==> config.mk <==
export PLATFORM = sky130hd
export DESIGN_NAME = axil_router_rd
export DESIGN_NICKNAME = d
export VERILOG_FILES = /design/src/rtl/axil_router_rd.sv
export SDC_FILE = /design/constraint.sdc
export NUM_CORES = 1
export LEC_CHECK = 0
export ABC_AREA = 1
export BUFFER_PORTS_ARGS = -buffer_cell sky130_fd_sc_hd__buf_4
export CELL_PAD_IN_SITES_DETAIL_PLACEMENT = 1
export CELL_PAD_IN_SITES_GLOBAL_PLACEMENT = 1
export CORE_ASPECT_RATIO = 0.9
export CORE_MARGIN = 5
export CORE_UTILIZATION = 23
export CTS_CLUSTER_SIZE = 8
export DETAILED_ROUTE_END_ITERATION = 7
export PLACE_DENSITY = 0.88
export SYNTH_ARGS = -nofsm -noshare
export SYNTH_HDL_FRONTEND = slang
export SYNTH_SLANG_ARGS = --single-unit
export TNS_END_PERCENT = 100
==> constraint.sdc <==
create_clock -name aclk -period 3.1 [get_ports aclk]
set_input_delay 0.93 -clock aclk [delete_from_list [all_inputs] [get_ports aclk]]
set_output_delay 0.93 -clock aclk [all_outputs]
set_load 0.03 [all_outputs]
==> src/rtl/axil_router_rd.sv <==
// axil_router_rd: single-master AXI4-Lite read router behind an address decoder.
// Optional slave watchdog (SLVERR on expiry): define AXIL_ROUTER_RD_TIMEOUT_EN.
module axil_router_rd #(
   parameter int NUMBER_SLAVE   = 4,
   parameter int AXI_ADDR_WIDTH = 32,
   parameter int AXI_DATA_WIDTH = 32,
   parameter int DEC_LATENCY    = 2,
   parameter int TIMEOUT_CYCLES = 256
) (
   input  logic                                   aclk,
   input  logic                                   aresetn,
   input  logic [AXI_ADDR_WIDTH-1:0]              m_axil_araddr,
   input  logic                                   m_axil_arvalid,
   output logic                                   m_axil_arready,
   output logic [AXI_DATA_WIDTH-1:0]              m_axil_rdata,
   output logic [1:0]                             m_axil_rresp,
   output logic                                   m_axil_rvalid,
   input  logic                                   m_axil_rready,
   output logic [AXI_ADDR_WIDTH-1:0]              dec_addr,
   output logic                                   dec_arvalid,
   input  logic [NUMBER_SLAVE-1:0]                dec_slv_valid,
   input  logic                                   dec_slv_invalid,
   output logic [NUMBER_SLAVE*AXI_ADDR_WIDTH-1:0] s_axil_araddr,
   output logic [NUMBER_SLAVE-1:0]                s_axil_arvalid,
   input  logic [NUMBER_SLAVE-1:0]                s_axil_arready,
   input  logic [NUMBER_SLAVE*AXI_DATA_WIDTH-1:0] s_axil_rdata,
   input  logic [NUMBER_SLAVE*2-1:0]              s_axil_rresp,
   input  logic [NUMBER_SLAVE-1:0]                s_axil_rvalid,
   output logic [NUMBER_SLAVE-1:0]                s_axil_rready
);

   localparam int AW = AXI_ADDR_WIDTH;
   localparam int DW = AXI_DATA_WIDTH;
   localparam int NS = NUMBER_SLAVE;
   localparam int SW = (NS > 1) ? $clog2(NS) : 1;
   localparam int CW = (DEC_LATENCY > 1) ? $clog2(DEC_LATENCY) : 1;

   if (DEC_LATENCY < 1 || TIMEOUT_CYCLES < 1) begin : g_cfg_err
      $error("axil_router_rd: DEC_LATENCY and TIMEOUT_CYCLES must be >= 1");
   end

   typedef enum logic [2:0] {
      IDLE, DECODE, AR_FWD, R_WAIT, R_ERR
   } state_e;

   state_e        state_q, state_d;
   logic [AW-1:0] addr_q, addr_d;
   logic [SW-1:0] sel_q, sel_d;
   logic [CW-1:0] dec_cnt_q, dec_cnt_d;
   logic          live_q;
   logic [SW-1:0] hit_idx;
   logic          hit_any;
   logic          ar_hs, s_ar_hs, r_hs, dec_done;
   logic [1:0]    err_resp;

`ifdef AXIL_ROUTER_RD_TIMEOUT_EN
   localparam int TW = $clog2(TIMEOUT_CYCLES + 1);
   logic [TW-1:0] tmo_q, tmo_d;
   logic          slverr_q, slverr_d, tmo_hit;
   assign tmo_hit  = (state_q == AR_FWD || state_q == R_WAIT)
                     && tmo_q == TW'(TIMEOUT_CYCLES - 1);
   assign err_resp = slverr_q ? 2'b10 : 2'b11;
`else
   assign err_resp = 2'b11;
`endif

   // arready is held off until the first edge after reset release
   assign ar_hs    = (state_q == IDLE) && live_q && m_axil_arvalid;
   assign s_ar_hs  = (state_q == AR_FWD) && s_axil_arready[sel_q];
   assign r_hs     = (state_q == R_WAIT) && s_axil_rvalid[sel_q]
                     && m_axil_rready;
   assign dec_done = dec_cnt_q == CW'(DEC_LATENCY - 1);

   always_comb begin
      hit_idx = '0;
      hit_any = 1'b0;
      for (int i = NS - 1; i >= 0; i--) begin
         if (dec_slv_valid[i]) begin
            hit_idx = SW'(i);
            hit_any = 1'b1;
         end
      end
   end

   always_ff @(posedge aclk or negedge aresetn) begin
      if (!aresetn) begin
         state_q   <= IDLE;
         addr_q    <= '0;
         sel_q     <= '0;
         dec_cnt_q <= '0;
         live_q    <= 1'b0;
`ifdef AXIL_ROUTER_RD_TIMEOUT_EN
         tmo_q     <= '0;
         slverr_q  <= 1'b0;
`endif
      end else begin
         state_q   <= state_d;
         addr_q    <= addr_d;
         sel_q     <= sel_d;
         dec_cnt_q <= dec_cnt_d;
         live_q    <= 1'b1;
`ifdef AXIL_ROUTER_RD_TIMEOUT_EN
         tmo_q     <= tmo_d;
         slverr_q  <= slverr_d;
`endif
      end
   end

   always_comb begin
      state_d   = state_q;
      addr_d    = addr_q;
      sel_d     = sel_q;
      dec_cnt_d = dec_cnt_q;
`ifdef AXIL_ROUTER_RD_TIMEOUT_EN
      tmo_d     = '0;
      slverr_d  = slverr_q;
`endif
      unique case (state_q)
         IDLE: begin
            if (ar_hs) begin
               addr_d    = m_axil_araddr;
               dec_cnt_d = '0;
               state_d   = DECODE;
            end
         end
         DECODE: begin
            dec_cnt_d = dec_cnt_q + 1'b1;
            if (dec_done) begin
               if (dec_slv_invalid || !hit_any) begin
                  state_d = R_ERR;
               end else begin
                  sel_d   = hit_idx;
                  state_d = AR_FWD;
               end
            end
         end
         AR_FWD: if (s_ar_hs) state_d = R_WAIT;
         R_WAIT: if (r_hs) state_d = IDLE;
         R_ERR:  if (m_axil_rready) state_d = IDLE;
         default: state_d = IDLE;
      endcase
`ifdef AXIL_ROUTER_RD_TIMEOUT_EN
      if (ar_hs) slverr_d = 1'b0;
      if (state_q == AR_FWD || state_q == R_WAIT) begin
         tmo_d = tmo_q + 1'b1;
      end
      if (tmo_hit && !s_ar_hs && !r_hs) begin
         state_d  = R_ERR;
         slverr_d = 1'b1;
      end
`endif
   end

   always_comb begin
      m_axil_arready = 1'b0;
      m_axil_rvalid  = 1'b0;
      m_axil_rdata   = '0;
      m_axil_rresp   = '0;
      dec_addr       = addr_q;
      dec_arvalid    = 1'b0;
      s_axil_araddr  = '0;
      s_axil_arvalid = '0;
      s_axil_rready  = '0;
      unique case (state_q)
         IDLE:   m_axil_arready = live_q;
         DECODE: dec_arvalid = 1'b1;
         AR_FWD: begin
            s_axil_arvalid[sel_q] = 1'b1;
            s_axil_araddr[int'(sel_q)*AW +: AW] = addr_q;
         end
         R_WAIT: begin
            m_axil_rvalid = s_axil_rvalid[sel_q];
            m_axil_rdata  = s_axil_rdata[int'(sel_q)*DW +: DW];
            m_axil_rresp  = s_axil_rresp[int'(sel_q)*2 +: 2];
            s_axil_rready[sel_q] = m_axil_rready;
         end
         R_ERR: begin
            m_axil_rvalid = 1'b1;
            m_axil_rresp  = err_resp;
         end
         default: ;
      endcase
   end

endmodule

# --- Word-level counts from Yosys, hierarchy flattened ---
# Index checks and enable logic that the tools add are counted.
totals:
  register_bits: 39
  in_bits: 185
  wordCells: 70
op_classes:
  n_addsub: 2
  order_cmp: 2
  n_eq_ne: 9
  shift: 4
  mux: 31
  bitwise: 3
  reduce_logical: 14
op_table:
  columns: ["op", "count"]
  rows:
  - ["bitwise AND 128 bit", 1]
  - ["2-to-1 mux 128 bit", 1]
  - ["variable shift 32 x 33 -> 128 bit, first input constant", 1]
  - ["indexed part select 128 x 8 -> 32 bit", 1]
  - ["indexed part select 32 x 33 -> 128 bit", 1]
  - ["negation 7 -> 33 bit", 1]
  - ["2-to-1 mux 32 bit", 1]
  - ["2-to-1 mux 3 bit", 6]
  - ["one-hot mux 3 bit (5 select lines)", 1]
  - ["2-to-1 mux 1 bit", 10]
  - ["inequality test 2 bit, second input constant", 5]
  - ["2-to-1 mux 2 bit", 4]
  - ["2-to-1 mux 4 bit", 2]
  - ["indexed part select 8 x 4 -> 2 bit", 1]
  - ["equality test 3 x 2 -> 1 bit, second input constant", 2]
  - ["logical AND 1 bit", 6]
  - ["AND reduction 5 bit", 1]
  - ["bitwise AND 4 bit", 1]
  - ["binary-select mux 1 bit (select 2 bit)", 2]
  - ["one-hot mux 1 bit (2 select lines)", 2]
  - ["one-hot mux 2 bit (2 select lines)", 1]
  - ["AND reduction 2 bit", 2]
  - ["equality test 3 x 1 -> 1 bit, second input constant", 1]
  - ["equality test 3 bit, second input constant", 1]
  - ["other kinds (10)", 10]

# --- Logic depth before layout (Yosys ltp) ---
logic_depth:
  ltp_word: 9
  depth_mapped: 10
  mapped_depth_nobuf: 8

# --- Worst setup path before layout ---
# No wires, ideal clock.
synth_path:
  kind: "flip-flop to output port"
  startpoint: "register sel_q[0]"
  endpoint: "output port s_axil_araddr[65]"
  arrival_ns: 2.485
  required_ns: 2.170
  path_slack_ns: -0.315
  stages_incl_launch_ff: 10
  n_path_buf: 3
  path_cell_list: "dfrtp_1 -> buf_2 -> inv_2 -> buf_4 -> buf_2 -> ha_1 -> inv_2 -> nor2_1 -> inv_2 -> nor4_1"
synth_between:
  elab_chain_cells: 4
  elab_cells_between_ends: 5
  cone_classes: "1 x add/sub; 2 x shift; 1 x mux; 1 x bitwise"
synth_rtl:
  columns: ["element", "line_no", "rtl"]
  rows:
  - ["start, declared", "48", "logic [SW-1:0] sel_q, sel_d;"]
  - ["start signal, assigned", "99", "sel_q <= sel_d;"]
  - ["negation 7 -> 33 bit *", "169", "s_axil_araddr[int'(sel_q)*AW +: AW] = addr_q;"]
  - ["indexed part select 32 x 33 -> 128 bit / variable shift 32 x 33 -> 128 bit (equally long branches)", "169", null]
  - ["bitwise AND 128 bit (no source line) *", null, null]
  - ["2-to-1 mux 128 bit *", "164", "unique case (state_q)"]
  - ["end, declared", "23", "output logic [NUMBER_SLAVE*AXI_ADDR_WIDTH-1:0] s_axil_araddr,"]
# Every way passes the cells marked *; elsewhere a longest branch is shown, timed or not.

# --- Worst setup path in the final report ---
layout_path:
  startpoint: "register sel_q[0]"
  endpoint: "output port s_axil_araddr[25]"
# Same word-level chain as after synthesis.

==> results.ini <==
[status]
status=completed

[power_and_ir_drop]
p_leak_nw=4.04
powerDensity_nw_per_um2=776
peakVddDrop_mv=0.451
p_total_mw=6.35

[worst_setup_path]
crit_required_ps=2170
crit_family=buffers and inverters
regToRegSetupSlack_ps=1260
reg2reg_depth=9
path_cells=inv_4 > ha_2 > inv_4 > nand2_4 > buf_4 > nor3_2 > buf_4
worstPathArrival_ps=2100
worst-path-buf-inv=4
r2r_start=sel_q[0]$_DFFE_PN0P_
start_kind=flop
crit_type=reg -> out
r2r_end=state_q[0]$_DFFE_PN0P_
crit_path_end_kind=primary output
path_depth=7
cp_max_fo=11
slowest_delay_ps=520
slowest_stage=dfrtp_4
startpoint=sel_q[0]$_DFFE_PN0P_
critPathCapture=s_axil_araddr[25]

[final_layout]
final_area_um2=8180
n_fill_cell=2542
layout.nets=1244
diodes=0
layout_commonest_cell=buf_4
drive_above_1_share_pct=55.2
most-common-layout-cells=buf_4 (398), nor2_1 (157), nand2_1 (69)
area_growth_syn_to_layout_pct=76.6
final_core_util_pct=41.1

[synthesis]
synthFlopType=dfrtp_1
seq_area_frac_synth_pct=21.1
syn-cell-area_um2=4630
ys_types=35
yosys_warnings=0
ys_ff_latch=39
synthesis.nets=884
syn_avg_cell_area_um2=6.67
syn_inst=694
ys_async_sr_fraction_pct=100
synth_edf_count=0

[clock_tree]
root_buffer=clkbuf_16
clk_latency_ps=280
htreeDepth=2
clockBufferDepth=2
cts_sinks=39
cts_buffers=5
clk_pin_slew_ps=60
cts_tree=built

[timing]
rsz0062_at_grt=true
setup_viol=0
fin_crit_sh_pct=97.7
slew_headroom_pct=63.0
tightest_slew_ps=555
hold_viol_final=0
drv_slew=0
finalClockSkew_ps=5.93
whs_ps=523
fmax_mhz=330
setup_ws_ps=70.9
finalCriticalPeriod_ps=3030

[worst_hold_path]
hp-class=reg -> reg
hold_depth=2

[global_routing]
grt_pass1_vias=6544
grt_max_degree=74
grt_overflow_total=0
grt_antenna_before_repair=0
grt_usage_pct=21.1
grt_pass1_wl_mm=38.9

[job]
max_cap_viol_count=0

[drt]
post-route-drc-count=0
dr.first_iter.drc_count=314
avgRoutedWirePerCell_um=19.9
vias=6312
dr.pass1.iters=4
wl_mm=26.1
ant_nets=0
drt-vias-per-instance=4.82

[die]
dieArea_um2=23100
die_y_um=145
start_util_pct=23.2
io_pins=390
num_rows=49
coreArea_um2=19900
die_x_um=160

[placed_design]
place_congestion=0.871
portBuffers=389
hpwl_mm=21.0
dp_slack_ps=178
dpl-instance-area_um2=7960

worst reg2reg max path, cell delays in order (launching register included):
cell and delay [ps]:
dfrtp_4 520, inv_4 120, buf_6 390, nand2_1 120, nand3_1 130, nand3_1 90, nand2_1 160, nand3_1 90
nand2_1 70, nand2_1 50
flip-flops by register name, summed over array words and instances, names as in the netlist:
register,cells
sel_q,2
state_q,3
dec_cnt_q,1
dec_addr,32
live_q,1
layer usage:
| layer | vias up | part of all wire [%] | GRT usage [%] |
|---|---|---|---|
| li1 | 2987 | - | - |
| met1 | 3068 | 41 | 25.7 |
| met2 | 220 | 52 | 39.2 |
| met3 | 37 | 5.0 | 4.05 |
| met4 | 0 | 2.0 | 4.34 |
| met5 | - | 0 | 0 |
Yosys cell counts, types with 5 or more instances:
| cell | instances | area (um2) |
|---|---|---|
| nor2_1 | 177 | 664 |
| nand2_1 | 70 | 263 |
| o21ai_0 | 62 | 310 |
| nor3_2 | 54 | 541 |
| inv_1 | 45 | 169 |
| dfrtp_1 | 39 | 976 |
| nand3_1 | 36 | 180 |
| a21oi_1 | 28 | 140 |
| o21ai_1 | 20 | 100 |
| buf_2 | 18 | 90.1 |
| nor4_2 | 16 | 200 |
| o21ai_2 | 16 | 140 |
| buf_6 | 15 | 169 |
| nand2_2 | 13 | 81.3 |
| buf_4 | 11 | 82.6 |
| nor2_2 | 11 | 68.8 |
| inv_2 | 9 | 33.8 |
| nor3_1 | 8 | 40.0 |
| clkbuf_1 | 7 | 26.3 |
| a21oi_2 | 6 | 52.6 |
| buf_1 | 5 | 18.8 |
| ha_1 | 5 | 62.6 |
power by group:
| part | switching, mW | internal (mW) | leakage, nW |
|---|---|---|---|
| sequential | 0.281 | 0.756 | 0.479 |
| combinational | 3.37 | 1.43 | 3.49 |
| clock | 0.208 | 0.298 | 0.0679 |
| total | 3.86 | 2.49 | 4.04 |
worst min-delay path by stage:
| stage | start | to | slack (ps) |
|---|---|---|---|
| 2_1_floorplan | dec_cnt_q$_DFFE_PN0P_ | dec_cnt_q$_DFFE_PN0P_ | 470 |
| 3_3_place_gp | dec_cnt_q$_DFFE_PN0P_ | dec_cnt_q$_DFFE_PN0P_ | 500 |
| 3_5_place_dp | dec_cnt_q$_DFFE_PN0P_ | dec_cnt_q$_DFFE_PN0P_ | 500 |
| 4_1_cts | dec_cnt_q$_DFFE_PN0P_ | dec_cnt_q$_DFFE_PN0P_ | 520 |
| 5_1_grt | dec_cnt_q$_DFFE_PN0P_ | dec_cnt_q$_DFFE_PN0P_ | 550 |
| 6_report | dec_cnt_q$_DFFE_PN0P_ | dec_cnt_q$_DFFE_PN0P_ | 520 |
per-stage QoR:
stage	TNS, ps	std cells
4_1_cts	-21.0	1310
3_5_place_dp	0	1300
2_1_floorplan	-1170	694
5_1_grt	-13.4	1310
6_report	0	1310
3_3_place_gp	0	1300
timing repair:
action,in CTS,in global routing
resized for setup,6,14
hold buffers,0,0
setup buffers,2,0
setup endpoints to repair,40,98
cell families (layout without fill, tap and decap cells):
kind of cell,after synthesis,count (layout),share of synthesized area [%]
fa+ha+maj,5,5,1.35
buf+inv,113,474,13.3
flops,39,39,21.1
other cells,1,1,0.0810
simple gates,403,403,48.0
compound gates,133,133,16.2
final cells by class:
class	instances	area (um2)	area share, %
timing repair buffer	410	3170	38.8
multi-input combinational	542	3350	40.9
tap	255	319	3.90
inverter	56	225	2.75
clock buffer	7	133	1.62
sequential	39	981	12.0
clock inverter	1	5.00	0.0612
No activity file was read; power rests on OpenSTA's default activity.
